--- src/rtl/huffman_pkg.sv ---
// Shared constants, state encoding and entry helpers for the Huffman decoder.
// Entries store a code right-aligned behind a leading sentinel 1, e.g. "10" -> 4'b0110.
package huffman_pkg;

  localparam int unsigned SYM_W   = 4;
  localparam int unsigned ENTRY_W = 4;
  localparam int unsigned NUM_SYM = 4;

  localparam logic [ENTRY_W-1:0] SENTINEL_INIT = 4'b0001;
  // Entries with no code bits behind the sentinel; they never match.
  localparam logic [ENTRY_W-1:0] UNUSED_ZERO   = 4'b0000;
  localparam logic [ENTRY_W-1:0] UNUSED_ONE    = 4'b0001;

  localparam logic [1:0] StIdle  = 2'd0;
  localparam logic [1:0] StShift = 2'd1;
  localparam logic [1:0] StEmit  = 2'd2;
  localparam logic [1:0] StError = 2'd3;

  // Number of code bits behind the sentinel; 0 marks an unused entry.
  function automatic logic [1:0] code_len(input logic [ENTRY_W-1:0] entry);
    logic [1:0] len;
    casez (entry)
      4'b1???: len = 2'd3;
      4'b01??: len = 2'd2;
      4'b001?: len = 2'd1;
      default: len = 2'd0;
    endcase
    return len;
  endfunction

endpackage

--- src/rtl/huffman_code_match.sv ---
// Combinational lookup of the shift accumulator against the four code table entries.
// Ports:
//   acc_i   - accumulator value (sentinel 1 followed by the code bits seen so far)
//   table_i - four 4-bit entries, index i at [4i+3:4i]
//   hit_o   - some used entry equals acc_i
//   idx_o   - lowest matching index
module huffman_code_match
  import huffman_pkg::*;
(
  input  logic [ENTRY_W-1:0]         acc_i,
  input  logic [NUM_SYM*ENTRY_W-1:0] table_i,
  output logic                       hit_o,
  output logic [1:0]                 idx_o
);

  always_comb begin
    hit_o = 1'b0;
    idx_o = 2'd0;
    // Scan from the top so the lowest equal index is the one left standing.
    for (int i = NUM_SYM - 1; i >= 0; i--) begin
      if (code_len(table_i[ENTRY_W*i +: ENTRY_W]) != 2'd0 &&
          table_i[ENTRY_W*i +: ENTRY_W] == acc_i) begin
        hit_o = 1'b1;
        idx_o = i[1:0];
      end
    end
  end

endmodule

--- src/rtl/huffman_decode.sv ---
// Serial Huffman decoder: shifts code bits MSB first into a sentinel accumulator and
// emits SYM_BASE+i when the accumulator equals table entry i.
// Ports:
//   CLK, nRST               - clock, synchronous active-low reset
//   TABLE_LOAD, CODE_TABLE  - load strobe and 16-bit code table
//   BIT_IN/VALID/READY      - code bit input handshake
//   SYM_OUT/VALID/READY     - decoded symbol output handshake
//   SYM_CNT                 - wrapping count of symbols taken by the sink
//   ERR                     - sticky undecodable-pattern flag (cleared by TABLE_LOAD)
module huffman_decode
  import huffman_pkg::*;
#(
  parameter logic [3:0]  SYM_BASE = 4'hA,
  parameter int unsigned CNT_W    = 8
) (
  input  logic             CLK,
  input  logic             nRST,
  input  logic             TABLE_LOAD,
  input  logic [15:0]      CODE_TABLE,
  input  logic             BIT_IN,
  input  logic             BIT_VALID,
  output logic             BIT_READY,
  output logic [3:0]       SYM_OUT,
  output logic             SYM_VALID,
  input  logic             SYM_READY,
  output logic [CNT_W-1:0] SYM_CNT,
  output logic             ERR
);

  logic [1:0]         state_q, state_d;
  logic [15:0]        table_q, table_d;
  logic [3:0]         acc_q, acc_d;
  logic [3:0]         sym_out_q, sym_out_d;
  logic               sym_valid_q, sym_valid_d;
  logic [CNT_W-1:0]   cnt_q, cnt_d;
  logic               err_q, err_d;

  logic [3:0]         acc_shift;
  logic               match_hit;
  logic [1:0]         match_idx;
  logic               bit_accept;

  // A load cycle never accepts a bit, even when already in StShift.
  assign BIT_READY  = (state_q == StShift) && !TABLE_LOAD;
  assign bit_accept = BIT_VALID && BIT_READY;
  assign acc_shift  = {acc_q[2:0], BIT_IN};

  huffman_code_match u_match (
    .acc_i   (acc_shift),
    .table_i (table_q),
    .hit_o   (match_hit),
    .idx_o   (match_idx)
  );

  always_comb begin
    state_d     = state_q;
    table_d     = table_q;
    acc_d       = acc_q;
    sym_out_d   = sym_out_q;
    sym_valid_d = sym_valid_q;
    cnt_d       = cnt_q;
    err_d       = err_q;

    if (TABLE_LOAD) begin
      table_d     = CODE_TABLE;
      acc_d       = SENTINEL_INIT;
      sym_valid_d = 1'b0;
      err_d       = 1'b0;
      cnt_d       = '0;
      state_d     = StShift;
    end else begin
      case (state_q)
        StShift: begin
          if (bit_accept) begin
            if (match_hit) begin
              sym_out_d   = SYM_BASE + {2'b00, match_idx};
              sym_valid_d = 1'b1;
              acc_d       = SENTINEL_INIT;
              state_d     = StEmit;
            end else if (acc_shift[3]) begin
              // Sentinel reached the top: three bits seen and none matched.
              err_d   = 1'b1;
              acc_d   = SENTINEL_INIT;
              state_d = StError;
            end else begin
              acc_d = acc_shift;
            end
          end
        end
        StEmit: begin
          if (sym_valid_q && SYM_READY) begin
            sym_valid_d = 1'b0;
            cnt_d       = cnt_q + CNT_W'(1);
            state_d     = StShift;
          end
        end
        default: ;
      endcase
    end
  end

  always_ff @(posedge CLK) begin
    if (!nRST) begin
      state_q     <= StIdle;
      table_q     <= '0;
      acc_q       <= SENTINEL_INIT;
      sym_out_q   <= '0;
      sym_valid_q <= 1'b0;
      cnt_q       <= '0;
      err_q       <= 1'b0;
    end else begin
      state_q     <= state_d;
      table_q     <= table_d;
      acc_q       <= acc_d;
      sym_out_q   <= sym_out_d;
      sym_valid_q <= sym_valid_d;
      cnt_q       <= cnt_d;
      err_q       <= err_d;
    end
  end

  assign SYM_OUT   = sym_out_q;
  assign SYM_VALID = sym_valid_q;
  assign SYM_CNT   = cnt_q;
  assign ERR       = err_q;

endmodule

--- config.mk ---
export PLATFORM = sky130hd
export DESIGN_NAME = huffman_decode
export DESIGN_NICKNAME = d
export VERILOG_FILES = /design/src/rtl/huffman_pkg.sv /design/src/rtl/huffman_code_match.sv /design/src/rtl/huffman_decode.sv
export SDC_FILE = /design/constraint.sdc
export NUM_CORES = 1
export LEC_CHECK = 0
export CAP_MARGIN = 10
export CORE_AREA = 2 2 68 70
export DETAILED_ROUTE_END_ITERATION = 8
export DIE_AREA = 0 0 70 72
export PLACE_DENSITY = 0.67
export RECOVER_POWER = 50
export SETUP_SLACK_MARGIN = 0.3
export SYNTH_ARGS = -nofsm -noshare
export SYNTH_HDL_FRONTEND = slang
export SYNTH_HIERARCHICAL = 1
export SYNTH_SLANG_ARGS = --single-unit
--- constraint.sdc ---
create_clock -name CLK -period 2.05 [get_ports CLK]
set_input_delay 0.41 -clock CLK [delete_from_list [all_inputs] [get_ports CLK]]
set_output_delay 0.41 -clock CLK [all_outputs]
set_load 0.01 [all_outputs]
==> flow_metrics.py, run 1 <==
metrics = {
    "outcome": {
        "status": "completed",
    },
    "placement": {
        "gp_congestion": 0.791,
        "dpl.hpwl_um": 2460,
        "place_ws_ns": -0.255,
        "io_buffers": 36,
    },
    "grt": {
        "grt_pass1_wl_um": 5840,
        "grt_util_all_layers": 0.142,
        "grt_max_degree": 23,
        "antenna_found_initial": 0,
        "grt_pass1_vias": 1308,
        "grt-ovfl-total": 0,
    },
    "power_and_ir_drop": {
        "p_leak_nw": 0.885,
        "vdd_ir_drop_max_mv": 0.341,
        "power_density_nw_per_um2": 612,
    },
    "clocking": {
        "clkTransAtPathRegs_ns": 0.07,
        "clockBufferDepth": 2,
        "cts_buffers": 5,
        "hold_buffers": 0,
        "htreeDepth": 2,
        "cts_tree": "yes",
        "clockRootBuffer": "clkbuf_8",
        "cts_sinks": 35,
        "clk_latency_ns": 0.28,
    },
    "yosys": {
        "synth_top_flop_cell": "dfxtp_1",
        "synth_enable_flop_cells": 0,
        "synth.ff_latch_count": 35,
        "synth_most_common_cell": "dfxtp_1",
        "synth-seq-area-share": 0.421,
        "async_flop_share": 0,
        "ys_types": 44,
        "synth.top_cell.area_share": 0.421,
        "synth_commonest_cells": "dfxtp_1 (35), nor2_1 (25), mux2i_1 (17), a21oi_1 (13), nand2_1 (11)",
        "synth_warnings": 6,
        "syn_avg_cell_area_um2": 9.29,
        "syn-num-nets": 202,
        "yosysTopAreaCell": "dfxtp_1",
        "synth_cells": 179,
        "netlist_area_um2": 1660,
        "yosys-top-cells-area": "dfxtp_1 (42%), mux2i_1 (10%), nor2_1 (5.6%)",
    },
    "floorplanning": {
        "start_util": 0.390,
        "core_region_area_um2": 4260,
        "fp.dieH_um": 72,
        "die_area_um2": 5040,
        "ios": 37,
        "rows": 24,
        "die_width_um": 70,
    },
    "timing": {
        "clock.fmax_mhz": 553,
        "slew_headroom": 0.582,
        "hold_slack_ns": 0.473,
        "finalClockSkew_ns": 0.00708,
        "worstMarginPinSlew_ns": 0.627,
        "hold_viol_final": 0,
        "period_minus_slack_ns": 1.81,
        "setup_ws_ns": 0.241,
        "rsz0062_at_grt": "yes",
        "finalMaxSlewViolations": 0,
        "post-route-period-util": 0.883,
        "setup_viol": 0,
    },
    "final_layout": {
        "synthToLayoutAreaGrowth_pct": 33.0,
        "fin_nets": 246,
        "drive_gt1_frac": 0.134,
        "n_antenna_cell": 0,
        "final_util": 0.518,
    },
    "drt": {
        "ant_nets": 0,
        "dr.pass1.iters": 4,
        "drc_errors": 0,
        "routed_wl_um": 3420,
        "vias_per_cell": 5.04,
        "vias": 1390,
        "wl_per_cell_um": 12.4,
        "initialDrtViolationCount": 86,
    },
    "worst_setup_path": {
        "cp-start-kind": "input port",
        "worst_ep_arrival_time_ns": 1.96,
        "critPathMaxFanout": 22,
        "worstPathRequired_ns": 2.21,
        "cp-end-kind": "register",
        "path_class": "input port to register",
    },
    "flow_run": {
        "cap_violations": 0,
    },
    "min_path": {
        "hold_class": "register to register",
    },
}
==> repair_timing <==
item | CTS | global route
resized for setup | 10 | 9
pin swaps | 1 | 5
buffers inserted | 1 | 0
setup endpoints to repair | 12 | 13
==> critical path, cell delays in order <==
cell and delay (ns):
clkdlybuf4s50_1 0.42, clkbuf_2 0.40, nand4bb_1 0.41, nor4_1 0.24, o21ai_1 0.08
==> metal layers <==
| metal | global-route usage | up-vias | wire [um] | share of wire |
|---|---|---|---|---|
| met4 | 0.0641 | 0 | 54 | 0.016 |
| met1 | 0.190 | 638 | 1670 | 0.49 |
| met2 | 0.228 | 20 | 1610 | 0.47 |
| li1 | - | 726 | - | - |
| met3 | 0.0222 | 6 | 85 | 0.025 |
| met5 | 0 | - | 0 | 0 |
==> flip-flops by register name, summed over array words and instances (netlist names) <==
register,flops
table_q,16
SYM_CNT,8
SYM_OUT,4
acc_q,3
state_q,2
ERR,1
SYM_VALID,1
==> power by group <==
part / leakage [nW] / switching [mW] / internal [mW]
Combinational: 0.556 / 0.0724 / 0.0907
Sequential: 0.287 / 0.0207 / 0.698
Clock: 0.0422 / 0.234 / 0.238
==> area by class of cell <==
| class | instances | area [um^2] |
|---|---|---|
| Fill cell | 406 | 2050 |
| Clock inverter | 1 | 5.00 |
| Sequential cell | 35 | 712 |
| Inverter | 3 | 11.3 |
| Tap cell | 52 | 65.1 |
| Clock buffer | 7 | 76.3 |
| Timing Repair Buffer | 43 | 400 |
| Multi-Input combinational cell | 135 | 941 |
==> cell usage in the layout, fill, tap and decap left out, drive strengths merged, types with 3 or more instances in the layout <==
cell,synthesis,final
dfxtp,35,35
nor2,25,25
buf,4,7
nor3,3,3
nand3,6,6
o21ai,6,6
a21oi,13,13
xnor2,7,7
inv,3,3
dlygate4sd3,0,7
nand2,12,12
o31ai,4,4
nand4,3,3
xor2,6,6
mux2i,17,17
or4,4,4
nand2b,3,3
clkdlybuf4s50,0,27
clkbuf,2,9
==> per-stage QoR <==
stage	TNS, ns	instance area [um^2]	cells	power (mW)
2_1_floorplan	0	1660	179	0.826
3_3_place_gp	-1.15	2100	267	0.896
3_5_place_dp	-1.81	2100	267	0.897
4_1_cts	0	2200	276	1.37
5_1_grt	0	2210	276	1.43
6_report	0	2210	276	1.35
==> worst paths after layout <==
path | from | endpoint | slack [ns] | cells past startpoint
setup / recovery | TABLE_LOAD | acc_q[0] | 0.24 | 5
hold / removal | SYM_OUT[3] | SYM_OUT[3] | 0.47 | 1
setup reg to reg | acc_q[2] | SYM_OUT[1] | 0.30 | 6
hold reg to reg | SYM_OUT[3] | SYM_OUT[3] | 0.47 | 1
==> kinds of logic after synthesis <==
kind of cell	synth area share
AOI/OAI and AO/OA	0.144
adders and majority gates	0.00752
xor gates and xnor gates	0.0685
buffers and inverters	0.0256
muxes	0.102
and+or+nand+nor	0.230
DFF	0.421
No activity file was read; power rests on OpenSTA's default activity.
==> inputs of run 2 (changes only) <==
--- a/config.mk
+++ b/config.mk
@@ -6,9 +6,10 @@
 export NUM_CORES = 1
 export LEC_CHECK = 0
 export CAP_MARGIN = 10
-export CORE_AREA = 2 2 68 70
+export CORE_AREA = 10 10 76 78
+export CTS_CLUSTER_DIAMETER = 150
 export DETAILED_ROUTE_END_ITERATION = 8
-export DIE_AREA = 0 0 70 72
+export DIE_AREA = 0 0 86 88
 export PLACE_DENSITY = 0.67
 export RECOVER_POWER = 50
 export SETUP_SLACK_MARGIN = 0.3
==> run 2 against run 1 <==
  * Routed wire length rose by 13%
  * Worst hold slack got worse by 0.0066 ns
  * Die area rose by 50%
  * First-iteration DRC count shrank 50%
  * Critical path depth unchanged
  * Core utilization barely moved
  * Clock power is 15% higher
  * Critical path type unchanged
  * Sequential power about the same
  * Clock-buffer cell count rose by 1
  * Global-route usage shrank 3.9 points
  * Clock skew down 0.0015 ns
==> flow_metrics.py, run 2 (same netlist as run 1, synthesis figures left out) <==
metrics = {
    "timing": {
        "clock.fmax_mhz": 562,
        "setup_viol": 0,
        "finalClockSkew_ns": 0.00554,
        "rsz0062_at_grt": "yes",
        "setup_ws_ns": 0.270,
        "hold_slack_ns": 0.466,
        "post-route-period-util": 0.868,
        "slew_headroom": 0.581,
        "hold_viol_final": 0,
        "finalMaxSlewViolations": 0,
        "worstMarginPinSlew_ns": 0.629,
        "period_minus_slack_ns": 1.78,
    },
    "grt": {
        "grt_pass1_vias": 1333,
        "grt-ovfl-total": 0,
        "antenna_found_initial": 0,
        "grt_pass1_wl_um": 6270,
        "grt_util_all_layers": 0.103,
        "grt_max_degree": 23,
    },
    "clocking": {
        "cts_buffers": 5,
        "clkTransAtPathRegs_ns": 0.07,
        "clk_latency_ns": 0.29,
        "cts_tree": "yes",
        "htreeDepth": 2,
        "clockRootBuffer": "clkbuf_8",
        "cts_sinks": 35,
        "hold_buffers": 0,
        "clockBufferDepth": 2,
    },
    "flow_run": {
        "cap_violations": 0,
    },
    "final_layout": {
        "final_cell_area_um2": 2230,
        "final_util": 0.519,
        "synthToLayoutAreaGrowth_pct": 33.9,
        "final_common_cell": "clkdlybuf4s50_1",
        "drive_gt1_frac": 0.143,
        "n_antenna_cell": 0,
        "mostFrequentLayoutCells": "clkdlybuf4s50_1 (30), dfxtp_1 (29), nor2_1 (24)",
        "largest_register_ffs": 16,
        "fin_nets": 246,
        "largest_register": "table_q",
    },
    "floorplanning": {
        "start_util": 0.387,
        "die_width_um": 86,
        "fp.dieH_um": 88,
        "die_area_um2": 7570,
        "ios": 37,
        "core_region_area_um2": 4290,
        "rows": 24,
    },
    "placement": {
        "dpl.hpwl_um": 2900,
        "postPlaceCellArea_um2": 2100,
        "io_buffers": 36,
        "gp_congestion": 0.817,
        "place_ws_ns": -0.209,
    },
    "min_path": {
        "hold_path_end": "SYM_OUT[3]",
        "hold_start": "SYM_OUT[3]",
        "hold_path_depth": 1,
        "hold_class": "register to register",
    },
    "power_and_ir_drop": {
        "power_density_nw_per_um2": 643,
        "p_leak_nw": 0.886,
        "vdd_ir_drop_max_mv": 0.390,
    },
    "worst_setup_path": {
        "worstPathRequired_ns": 2.23,
        "worstReg2RegStart": "acc_q[1]",
        "r2r_end": "SYM_OUT[1]",
        "ff2ff_path_depth": 7,
        "critPathMaxFanout": 22,
        "path_class": "input port to register",
        "worst_ep_arrival_time_ns": 1.97,
        "rrSetupSlack_ns": 0.37,
        "cp-start-kind": "input port",
        "cp-end-kind": "register",
    },
    "outcome": {
        "status": "completed",
    },
    "drt": {
        "vias": 1412,
        "routed_wl_um": 3860,
        "ant_nets": 0,
        "vias_per_cell": 5.12,
        "initialDrtViolationCount": 43,
        "dr.pass1.iters": 4,
        "wl_per_cell_um": 14.0,
        "drc_errors": 0,
    },
}
## run 2: cell types whose count changed in the layout (fill, tap and decap cells not counted), moves of 2 or more
cell | before | now
dfxtp_2 | 0 | 4
clkdlybuf4s50_1 | 27 | 30
dfxtp_1 | 32 | 29
dlygate4sd3_1 | 7 | 4
clkbuf_2 | 2 | 4
clkbuf_8 | 5 | 7
## run 2: how the worst max path moves through the flow
stage	startpoint	endpoint	slack [ns]
after floorplan	acc_q[2]	SYM_OUT[1]	0.35
after global placement	BIT_IN	SYM_OUT[1]	-0.12
after detailed placement	BIT_IN	SYM_OUT[1]	-0.21
after CTS	TABLE_LOAD	BIT_READY	0.25
after global routing	TABLE_LOAD	acc_q[0]	0.14
final	TABLE_LOAD	state_q[1]	0.27
## run 2: layout make-up
cell class              instances  area, um^2
multi-input cells             135         940
inverters                       3        11.3
flip-flops and latches         35         713
repair buffers                 43         398
well taps                      52        65.1
clock buffers                   8         100
fillers                       421        2070
## run 2: power by group
part	total (mW)	internal (mW)	switching [mW]
logic	0.166	0.0919	0.0737
registers	0.720	0.699	0.0212
clock network	0.545	0.306	0.239
total	1.43	1.10	0.334
## run 2: through the flow
stage                     instances  setup TNS (ns)  power (mW)
after floorplan                 179               0       0.826
after global placement          267          -0.773       0.898
after detailed placement        267           -1.16       0.901
after CTS                       276               0        1.44
after global routing            276               0        1.49
final                           276               0        1.43
## run 2: metal layers
metal	track usage	vias to the layer above	share of wire
li1	-	725	-
met1	0.116	648	0.46
met2	0.166	33	0.46
met3	0.0418	6	0.058
met4	0.0494	0	0.018
met5	0	-	0
## run 2: timing repair
item,CTS,global route
endpoints found under the setup margin,13,13
pin swaps,0,3
resized for setup,5,13
setup buffers,1,0
gates cloned,0,0
## run 2: critical path: stages
cell	delay, ns
clkdlybuf4s50_1	0.47
clkbuf_2	0.51
nand4bb_1	0.30
nor2_1	0.07
o211a_1	0.20
==> inputs of run 3 (changes only) <==
--- a/config.mk
+++ b/config.mk
@@ -5,6 +5,7 @@
 export SDC_FILE = /design/constraint.sdc
 export NUM_CORES = 1
 export LEC_CHECK = 0
+export ABC_CLOCK_PERIOD_IN_PS = 2050
 export CAP_MARGIN = 10
 export CORE_AREA = 10 10 76 78
 export CTS_CLUSTER_DIAMETER = 150
==> results of run 3 <==
The final DEF is identical to that of run 2; final timing and power are the same.
